==> config.mk <==
export PLATFORM = sky130hd
export DESIGN_NAME = pipe_adder_n_flat
export DESIGN_NICKNAME = d
export VERILOG_FILES = /design/src/rtl/pipe_adder_n_if.sv /design/src/rtl/pipe_adder_n.sv /design/src/flat_wrapper.sv
export SDC_FILE = /design/constraint.sdc
export NUM_CORES = 1
export LEC_CHECK = 0
export BUFFER_PORTS_ARGS = -buffer_cell sky130_fd_sc_hd__buf_2
export CORE_MARGIN = 2
export CORE_UTILIZATION = 65
export CTS_BUF_LIST = sky130_fd_sc_hd__clkbuf_4
export DETAILED_ROUTE_END_ITERATION = 8
export GPL_ROUTABILITY_DRIVEN = 0
export PLACE_DENSITY = 0.95
export SETUP_SLACK_MARGIN = 0.02
export SLEW_MARGIN = 5
export SYNTH_ARGS = -nofsm -noshare
export SYNTH_HDL_FRONTEND = slang
export SYNTH_SLANG_ARGS = --single-unit
==> constraint.sdc <==
create_clock -name clk -period 17.9 [get_ports clk]
set_input_delay 0 -clock clk [delete_from_list [all_inputs] [get_ports clk]]
set_output_delay 0 -clock clk [all_outputs]
set_load 0.1 [all_outputs]
==> src/rtl/pipe_adder_n_if.sv <==
// pipe_adder_n_if: operand/result handshake bundle
// for the segmented pipelined adder.
interface pipe_adder_n_if #(
   parameter int WIDTH = 64
);
   logic             in_valid;
   logic             in_ready;
   logic [WIDTH-1:0] a;
   logic [WIDTH-1:0] b;
   logic             cin;
   logic             sub;
   logic             out_valid;
   logic             out_ready;
   logic [WIDTH-1:0] sum;
   logic             cout;
   logic             ovf;

   modport master (
      output in_valid, a, b, cin, sub, out_ready,
      input  in_ready, out_valid, sum, cout, ovf
   );

   modport slave (
      input  in_valid, a, b, cin, sub, out_ready,
      output in_ready, out_valid, sum, cout, ovf
   );
endinterface

==> src/rtl/pipe_adder_n.sv <==
// pipe_adder_n: add/sub split into NSEG carry segments,
// one segment per stage, with a global stall.
module pipe_adder_n #(
   parameter int WIDTH = 64,
   parameter int SEG_W = 16
) (
   input  logic      clk,
   input  logic      rst,
   pipe_adder_n_if.slave bus
);
   localparam int NSEG = WIDTH / SEG_W;

   logic             adv;
   logic [WIDTH-1:0] eb;
   logic [SEG_W:0]   t;
   logic             ovf_d;
   logic             ovf_q;

   logic [WIDTH-1:0] a_q [NSEG];
   logic [WIDTH-1:0] b_q [NSEG];
   logic [WIDTH-1:0] s_q [NSEG];
   logic             c_q [NSEG];
   logic             v_q [NSEG];

   logic [WIDTH-1:0] a_d [NSEG];
   logic [WIDTH-1:0] b_d [NSEG];
   logic [WIDTH-1:0] s_d [NSEG];
   logic             c_d [NSEG];

   function automatic logic [SEG_W:0] seg_add(
      input logic [SEG_W-1:0] x,
      input logic [SEG_W-1:0] y,
      input logic             c
   );
      return {1'b0, x} + {1'b0, y} + {{SEG_W{1'b0}}, c};
   endfunction

   assign adv           = !v_q[NSEG-1] || bus.out_ready;
   assign bus.in_ready  = adv && !rst;
   assign bus.out_valid = v_q[NSEG-1];
   assign bus.sum       = s_q[NSEG-1];
   assign bus.cout      = c_q[NSEG-1];
   assign bus.ovf       = ovf_q;

   // Per-stage segment add; stage 0 folds in sub inversion
   always_comb begin
      eb    = bus.sub ? ~bus.b : bus.b;
      t     = '0;
      ovf_d = 1'b0;
      for (int k = 0; k < NSEG; k++) begin
         a_d[k] = '0;
         b_d[k] = '0;
         s_d[k] = '0;
         c_d[k] = 1'b0;
      end
      t = seg_add(bus.a[SEG_W-1:0], eb[SEG_W-1:0],
                  bus.sub | bus.cin);
      a_d[0] = bus.a;
      b_d[0] = eb;
      s_d[0][SEG_W-1:0] = t[SEG_W-1:0];
      c_d[0] = t[SEG_W];
      for (int k = 1; k < NSEG; k++) begin
         t = seg_add(a_q[k-1][k*SEG_W +: SEG_W],
                     b_q[k-1][k*SEG_W +: SEG_W],
                     c_q[k-1]);
         a_d[k] = a_q[k-1];
         b_d[k] = b_q[k-1];
         s_d[k] = s_q[k-1];
         s_d[k][k*SEG_W +: SEG_W] = t[SEG_W-1:0];
         c_d[k] = t[SEG_W];
      end
      ovf_d = (a_d[NSEG-1][WIDTH-1] == b_d[NSEG-1][WIDTH-1])
           && (s_d[NSEG-1][WIDTH-1] != a_d[NSEG-1][WIDTH-1]);
   end

   // Pipeline registers: clear on reset, shift only on advance
   always_ff @(posedge clk) begin
      if (rst) begin
         for (int k = 0; k < NSEG; k++) begin
            a_q[k] <= '0;
            b_q[k] <= '0;
            s_q[k] <= '0;
            c_q[k] <= 1'b0;
            v_q[k] <= 1'b0;
         end
         ovf_q <= 1'b0;
      end else if (adv) begin
         v_q[0] <= bus.in_valid;
         for (int k = 1; k < NSEG; k++) begin
            v_q[k] <= v_q[k-1];
         end
         for (int k = 0; k < NSEG; k++) begin
            a_q[k] <= a_d[k];
            b_q[k] <= b_d[k];
            s_q[k] <= s_d[k];
            c_q[k] <= c_d[k];
         end
         ovf_q <= ovf_d;
      end
   end
endmodule
==> src/flat_wrapper.sv <==
// flat-port wrapper written by rule: the top's interface ports become plain ports
module pipe_adder_n_flat 
#(
   parameter int WIDTH = 64,
   parameter int SEG_W = 16
)
  (clk, rst, bus_in_valid, bus_a, bus_b, bus_cin, bus_sub, bus_out_ready, bus_in_ready, bus_out_valid, bus_sum, bus_cout, bus_ovf);
  pipe_adder_n_if #(.WIDTH(WIDTH)) bus_i ();
  input  logic clk;
  input  logic rst;
  input wire logic [$bits(bus_i.in_valid)-1:0] bus_in_valid;
  input wire logic [$bits(bus_i.a)-1:0] bus_a;
  input wire logic [$bits(bus_i.b)-1:0] bus_b;
  input wire logic [$bits(bus_i.cin)-1:0] bus_cin;
  input wire logic [$bits(bus_i.sub)-1:0] bus_sub;
  input wire logic [$bits(bus_i.out_ready)-1:0] bus_out_ready;
  output wire logic [$bits(bus_i.in_ready)-1:0] bus_in_ready;
  output wire logic [$bits(bus_i.out_valid)-1:0] bus_out_valid;
  output wire logic [$bits(bus_i.sum)-1:0] bus_sum;
  output wire logic [$bits(bus_i.cout)-1:0] bus_cout;
  output wire logic [$bits(bus_i.ovf)-1:0] bus_ovf;
  assign bus_i.in_valid = bus_in_valid;
  assign bus_i.a = bus_a;
  assign bus_i.b = bus_b;
  assign bus_i.cin = bus_cin;
  assign bus_i.sub = bus_sub;
  assign bus_i.out_ready = bus_out_ready;
  assign bus_in_ready = bus_i.in_ready;
  assign bus_out_valid = bus_i.out_valid;
  assign bus_sum = bus_i.sum;
  assign bus_cout = bus_i.cout;
  assign bus_ovf = bus_i.ovf;
  pipe_adder_n #(.WIDTH(WIDTH), .SEG_W(SEG_W)) u_core (.clk(clk), .rst(rst), .bus(bus_i));
endmodule
* Word level (Yosys, flattened, before mapping) *
Memory sizes are Yosys's and may differ from the RTL's.
Index checks and enable logic that the tools add are counted.

cells by class
  add/sub/neg operators = 8
  reductions and logical operators = 5
  bitwise operators = 22
  multiplexer cells = 26
  eq/ne operators = 2

operator list
  cell               count
  $mux 64            13
  $add 16x16->17     4
  $add 17x1->17      4
  $not 64->64        1
  $or 1x1->1         21
  $mux 1             13
  $logic_and 1x1->1  2
  $logic_not 1->1    2
  $eq 1x1->1         1
  $logic_or 1x1->1   1
  $ne 1x1->1         1

word-level totals
  bits in registers = 1
  RAM bits = 776
  bits of input ports = 134
  memories kept = 5
  logic and storage cells = 69
  output and inout port bits = 68

memory list
  name        words  bits a word  rd ports  clocked after Yosys merged registers in  write ports  RTL line            source
  u_core.a_q  4      64           3         0                                        4            pipe_adder_n.sv:19  logic [WIDTH-1:0] a_q [NSEG];
  u_core.b_q  4      64           3         0                                        4            pipe_adder_n.sv:20  logic [WIDTH-1:0] b_q [NSEG];
  u_core.s_q  4      64           4         0                                        4            pipe_adder_n.sv:21  logic [WIDTH-1:0] s_q [NSEG];
  u_core.c_q  4      1            4         0                                        4            pipe_adder_n.sv:22  logic c_q [NSEG];
  u_core.v_q  4      1            4         0                                        4            pipe_adder_n.sv:23  logic v_q [NSEG];

* Logic depth before layout (Yosys ltp) *
An unclocked memory read counts as a cell.

  word-level depth = 7
  mapped depth = 11
  gate-level depth less buffers = 9

* Worst setup path before layout *
OpenSTA, ideal clock, no wires.

  kind = register -> register
  start = mem u_core.v_q[3]
  end = mem u_core.a_q[1][36] (netlist: u_core.a_q[0][100]), enable pin
  period minus slack after synthesis = 12,758 ps
  path slack = 5,142 ps
  arrival time = 9,267 ps
  stages on the path, launching flop included = 2
  path buffers = 0
  cells stage by stage = edfxtp_1 nand3b_1

RTL lines
  item                RTL line
  start: declaration  pipe_adder_n.sv:23
  end: declaration    pipe_adder_n.sv:19

==> flow_summary.rst <==
.. list-table::
   :header-rows: 1

   * - Metric
     - Value
   * - # setup viols final
     - 0
   * - Top routing layer in use
     - met4
   * - Synthesis-to-finish area growth
     - 22.1%
   * - Required time at the worst-slack endpoint
     - approximately 18 ns
   * - Part of the Yosys area used for sequential elements
     - 65.6%
   * - Maximum clock rate
     - roughly 300 MHz
   * - # rows
     - 58
   * - DRC violation count after routing
     - 0
   * - Setup slack, reg-to-reg
     - around 15 ns
   * - Post-Synthesis Net Count
     - ~1400
   * - Number of DRC violations after detailed-routing iteration 0
     - 1029
   * - Pin slew with the least headroom to its limit
     - 1.25 ns
   * - Antenna violations before repair
     - 6
   * - Cell type contributing the most total cell area after synthesis
     - edfxtp_1
   * - Number of filler cells placed in the layout
     - 1290
   * - Met2 wire length
     - 19200 um
   * - Maximum number of pins on one net before global-route repair
     - around 210
   * - Distinct cell type count of the synthesized netlist
     - 57
   * - Floorplan die width
     - roughly 160 um
   * - Final net count
     - 1795
   * - Tcrit/Tclk final
     - a little under a fifth
   * - Worst skew pair latency
     - between 0.7 and 0.8 ns
   * - Count of buffers added by post-CTS timing repair for setup
     - 0
   * - Area of the multi-input gates
     - about 5400 um^2
   * - Reported net switching power
     - 0.000521 W
   * - Combined global-route utilization of all metal layers
     - approximately 28%
   * - Initial Util
     - roughly 66%
   * - Most frequent standard cell in the layout excluding fill and tap cells
     - edfxtp_1
   * - Worst hold slack across all endpoints
     - 0.0667 ns
   * - Maximum fanout count along the critical path
     - 3
   * - Number of port buffers
     - around 200
   * - Mean post-synth cell area
     - about 14 um^2
   * - Synth Area in Compound Gates
     - between 6 and 7%
   * - Global-route wire length before repair
     - between 50000 and 60000 um
   * - Post-detailed-route count of antenna-violating nets
     - 0
   * - Fin crit period
     - approximately 3.3 ns
   * - CTS Buf Count
     - 90
   * - Die ar.
     - between 20000 and 30000 um^2
   * - Core Region
     - 25000 um^2
   * - Slowest CP cell
     - dlygate4sd3_1
   * - Number of max-capacitance violations reported
     - 0
   * - CTS Hold Buffers Added
     - roughly 130
   * - Total number of clock tree sinks
     - ~360
   * - Post-synthesis instance area
     - approximately 16000 um^2
   * - Warning count from the yosys run
     - 0
   * - Unrepaired setup endpoints after global routing
     - no
   * - I/O Pins
     - 202
   * - Clock input transition at the sequential cells of the worst setup and hold paths
     - approximately 0.080 ns
   * - Share of post-route cells with drive strength above 1
     - a little over a fifth
   * - Internal power summed over all cells
     - about 0.0014 W
   * - Fraction of synthesized area in multiplexers
     - less than 1%
   * - Cell Chain, Critical Path
     - dlygate4sd3_1, buf_2, fa_1, fa_1, a21oi_1, nand4b_1, a21oi_1, o21ai_0, a21o_1, dlygate4sd3_1, a21oi_1, dlygate4sd3_1
   * - Area share of the largest cell type after synthesis
     - about two thirds
   * - Overflow after GRT
     - 0
   * - Sequential standard cell area
     - 10800 um^2
   * - Max VDD drop
     - 61.2 uV
   * - Xor-xnor portion of the synthesized cell area
     - between 5 and 6%
   * - Final Max Tran Viols
     - 0
   * - Worst hold path class
     - in -> reg
   * - Logic pwr share
     - between 10 and 15%
   * - Final-layout setup total negative slack
     - 0 ns
   * - Max-slew headroom
     - between 10% and 20%
   * - Count of cells resized by post-cts repair
     - 0
   * - Count of flip-flops with a built-in enable after synthesis
     - 360
   * - Switching power as a share of total power
     - approximately a quarter
   * - Sequential power share
     - a little over half
   * - CP peak stage delay
     - approximately 0.62 ns
   * - Critical Path Start
     - bus_a[0]
   * - Total power per unit cell area
     - a little under 100 nW/um^2
   * - Via/cell ratio
     - around 5.6
   * - M1 wire length
     - about 13000 um
   * - Synthesized instance count
     - ~1200
   * - Async set-reset flop share out of synthesis
     - 0%
   * - Total number of vias
     - 11000
   * - Run status
     - completed
   * - Startpoint class of the critical path
     - input port
   * - R2r worst-path depth
     - 6
   * - Post-Synth Adder-Cell Area
     - 5.52%
   * - R2R Path End
     - u_core.s_q[0][13]$_SDFFCE_PN0P_
   * - Cell leakage power
     - 8.94 nW
   * - Number of endpoints with negative hold slack in the final report
     - 0
   * - Kind of capture point of the worst setup path
     - flip-flop
   * - Most used cells in the layout excluding fill and tap cells
     - edfxtp_1, and2_1, buf_2
   * - Top area cells in the synthesized netlist
     - edfxtp_1, and2_1, ha_1, xnor2_1, nor2_1
   * - Arrival time reported for the critical path endpoint
     - around 3.8 ns
   * - Share of total power in the clock network
     - 33.1%
   * - DR pass1 iterations
     - 6
   * - Simple-Gate Fraction of Synth Area
     - between 10% and 20%
   * - Maximum root-to-sink buffer count
     - 3
   * - Critical R2R Launch
     - u_core.v_q[3]$_DFFE_PP_
   * - Via count of the first global-routing pass
     - 11400
   * - Seq cells post-synth
     - about 360
   * - Routed len/inst
     - around 19 um
   * - Worst setup endpoint
     - u_core.s_q[0][12]$_SDFFCE_PN0P_
   * - Total length of routed wires
     - 36800 um
   * - Commonest register cell after synthesis
     - edfxtp_1
   * - Max H-tree Level
     - 3
   * - Combinational family with the most area after synthesis
     - simple AND/OR/NAND/NOR gates
   * - Critical setup path kind
     - in -> reg
   * - CTS tree
     - built
   * - Setup Skew
     - 0.0598 ns
   * - Clock root buffer
     - clkbuf_4
   * - Met3 routed WL
     - 2450 um
   * - Post-detailed-placement half-perimeter wirelength
     - between 15000 and 20000 um
   * - Die H
     - ~160 um
## cell families (layout without fill, tap and decap cells)
group | Yosys count | after routing
AND/OR/NAND/NOR | 461 | 461
flip-flops | 361 | 361
AO/OA/AOI/OAI | 151 | 151
XOR/XNOR | 100 | 100
adder cells (fa/ha/maj) | 68 | 68
buffers and inverters | 64 | 498
multiplexers | 7 | 7
other | 0 | 8
## power by group through the flow
stage	Clock, W	Sequential (W)	Combinational [W]
after floorplan	0	0.00110	0.000129
after global placement	0	0.00103	0.000235
after detailed placement	0	0.00103	0.000245
after CTS	0.000641	0.00102	0.000275
after global routing	0.000701	0.00102	0.000308
final	0.000645	0.00102	0.000288
## per-layer routing
layer	vias up	GRT usage [%]
met4	0	18.0
li1	5109	-
met1	5150	30.6
met5	-	0
met2	588	49.6
met3	174	6.25
## Yosys cell counts, types with 2 or more instances
master     count
o22ai_1        2
o21ai_1        3
o211a_1        2
a211oi_1      10
edfxtp_1     360
buf_2          6
a21o_1        28
and2_1       258
nand3_1       15
mux2i_1        7
ha_1          60
fa_1           8
a21boi_0       5
nand4_1        5
nor2b_1        5
xor2_1        29
inv_1         15
o21a_1         9
o31a_1         2
a21oi_1       35
nor3b_1        3
a2111oi_0      3
o211ai_1       4
nand4b_1       2
nand2b_1       9
clkbuf_1      40
o311a_1        2
a31oi_1        2
a2bb2oi_1      2
xnor2_1       71
o21bai_1       6
nor3_1        15
o21ai_0       24
nor2_1       111
nand2_1       32
## through the flow
stage / power, W / instance area (um^2) / std cells / setup WS, ns / utilization (%)
finish: 0.00195 / 20100 / 1984 / 14.56 / 80.5
global route: 0.00203 / 20100 / 1984 / 14.43 / 80.5
CTS: 0.00193 / 20100 / 1976 / 14.72 / 80.4
detailed placement: 0.00128 / 17800 / 1700 / 15.08 / 71.0
global placement: 0.00126 / 17800 / 1700 / 15.20 / 71.0
floorplan: 0.00122 / 16500 / 1212 / 5.14 / -
## sequential cells by signal (all words and copies together) (netlist names)
name / cells
u_core.c_q: 4
u_core.a_q: 96
u_core.bus.ovf: 1
u_core.b_q: 96
u_core.s_q: 160
u_core.v_q: 4
## worst min-delay path by stage
stage / cells after the start / slack (ns) / endpoint / from
after floorplan: 1 / 0.20 / u_core.a_q[0][16]$_SDFFCE_PN0P_ / bus_a[16]
after global placement: 2 / 0.28 / u_core.a_q[0][55]$_SDFFCE_PN0P_ / bus_a[55]
after detailed placement: 2 / 0.28 / u_core.a_q[0][36]$_SDFFCE_PN0P_ / bus_a[36]
after CTS: 5 / 0.007 / u_core.s_q[0][8]$_SDFFCE_PN0P_ / bus_b[8]
after global routing: 5 / 0.06 / u_core.s_q[0][2]$_SDFFCE_PN0P_ / bus_b[2]
final: 5 / 0.07 / u_core.s_q[0][2]$_SDFFCE_PN0P_ / bus_b[2]
## critical path: cells and delay by family
kind | cells | cell delay (ns)
AO/OA/AOI/OAI | 5 | 0.80
adder cells (fa/ha/maj) | 2 | 0.95
AND/OR/NAND/NOR | 1 | 0.19
buffers and inverters | 4 | 1.85
## cell type report
class | instances | share of cell area (%)
clock buffers | 127 | 4.73
multi-input cells | 787 | 26.9
inverters | 15 | 0.304
flip-flops and latches | 361 | 53.8
diodes | 8 | 0.0994
repair buffers | 338 | 11.8
clock inverters | 18 | 0.354
well taps | 330 | 2.05
Note: power is estimated with default switching activity, not from simulation.
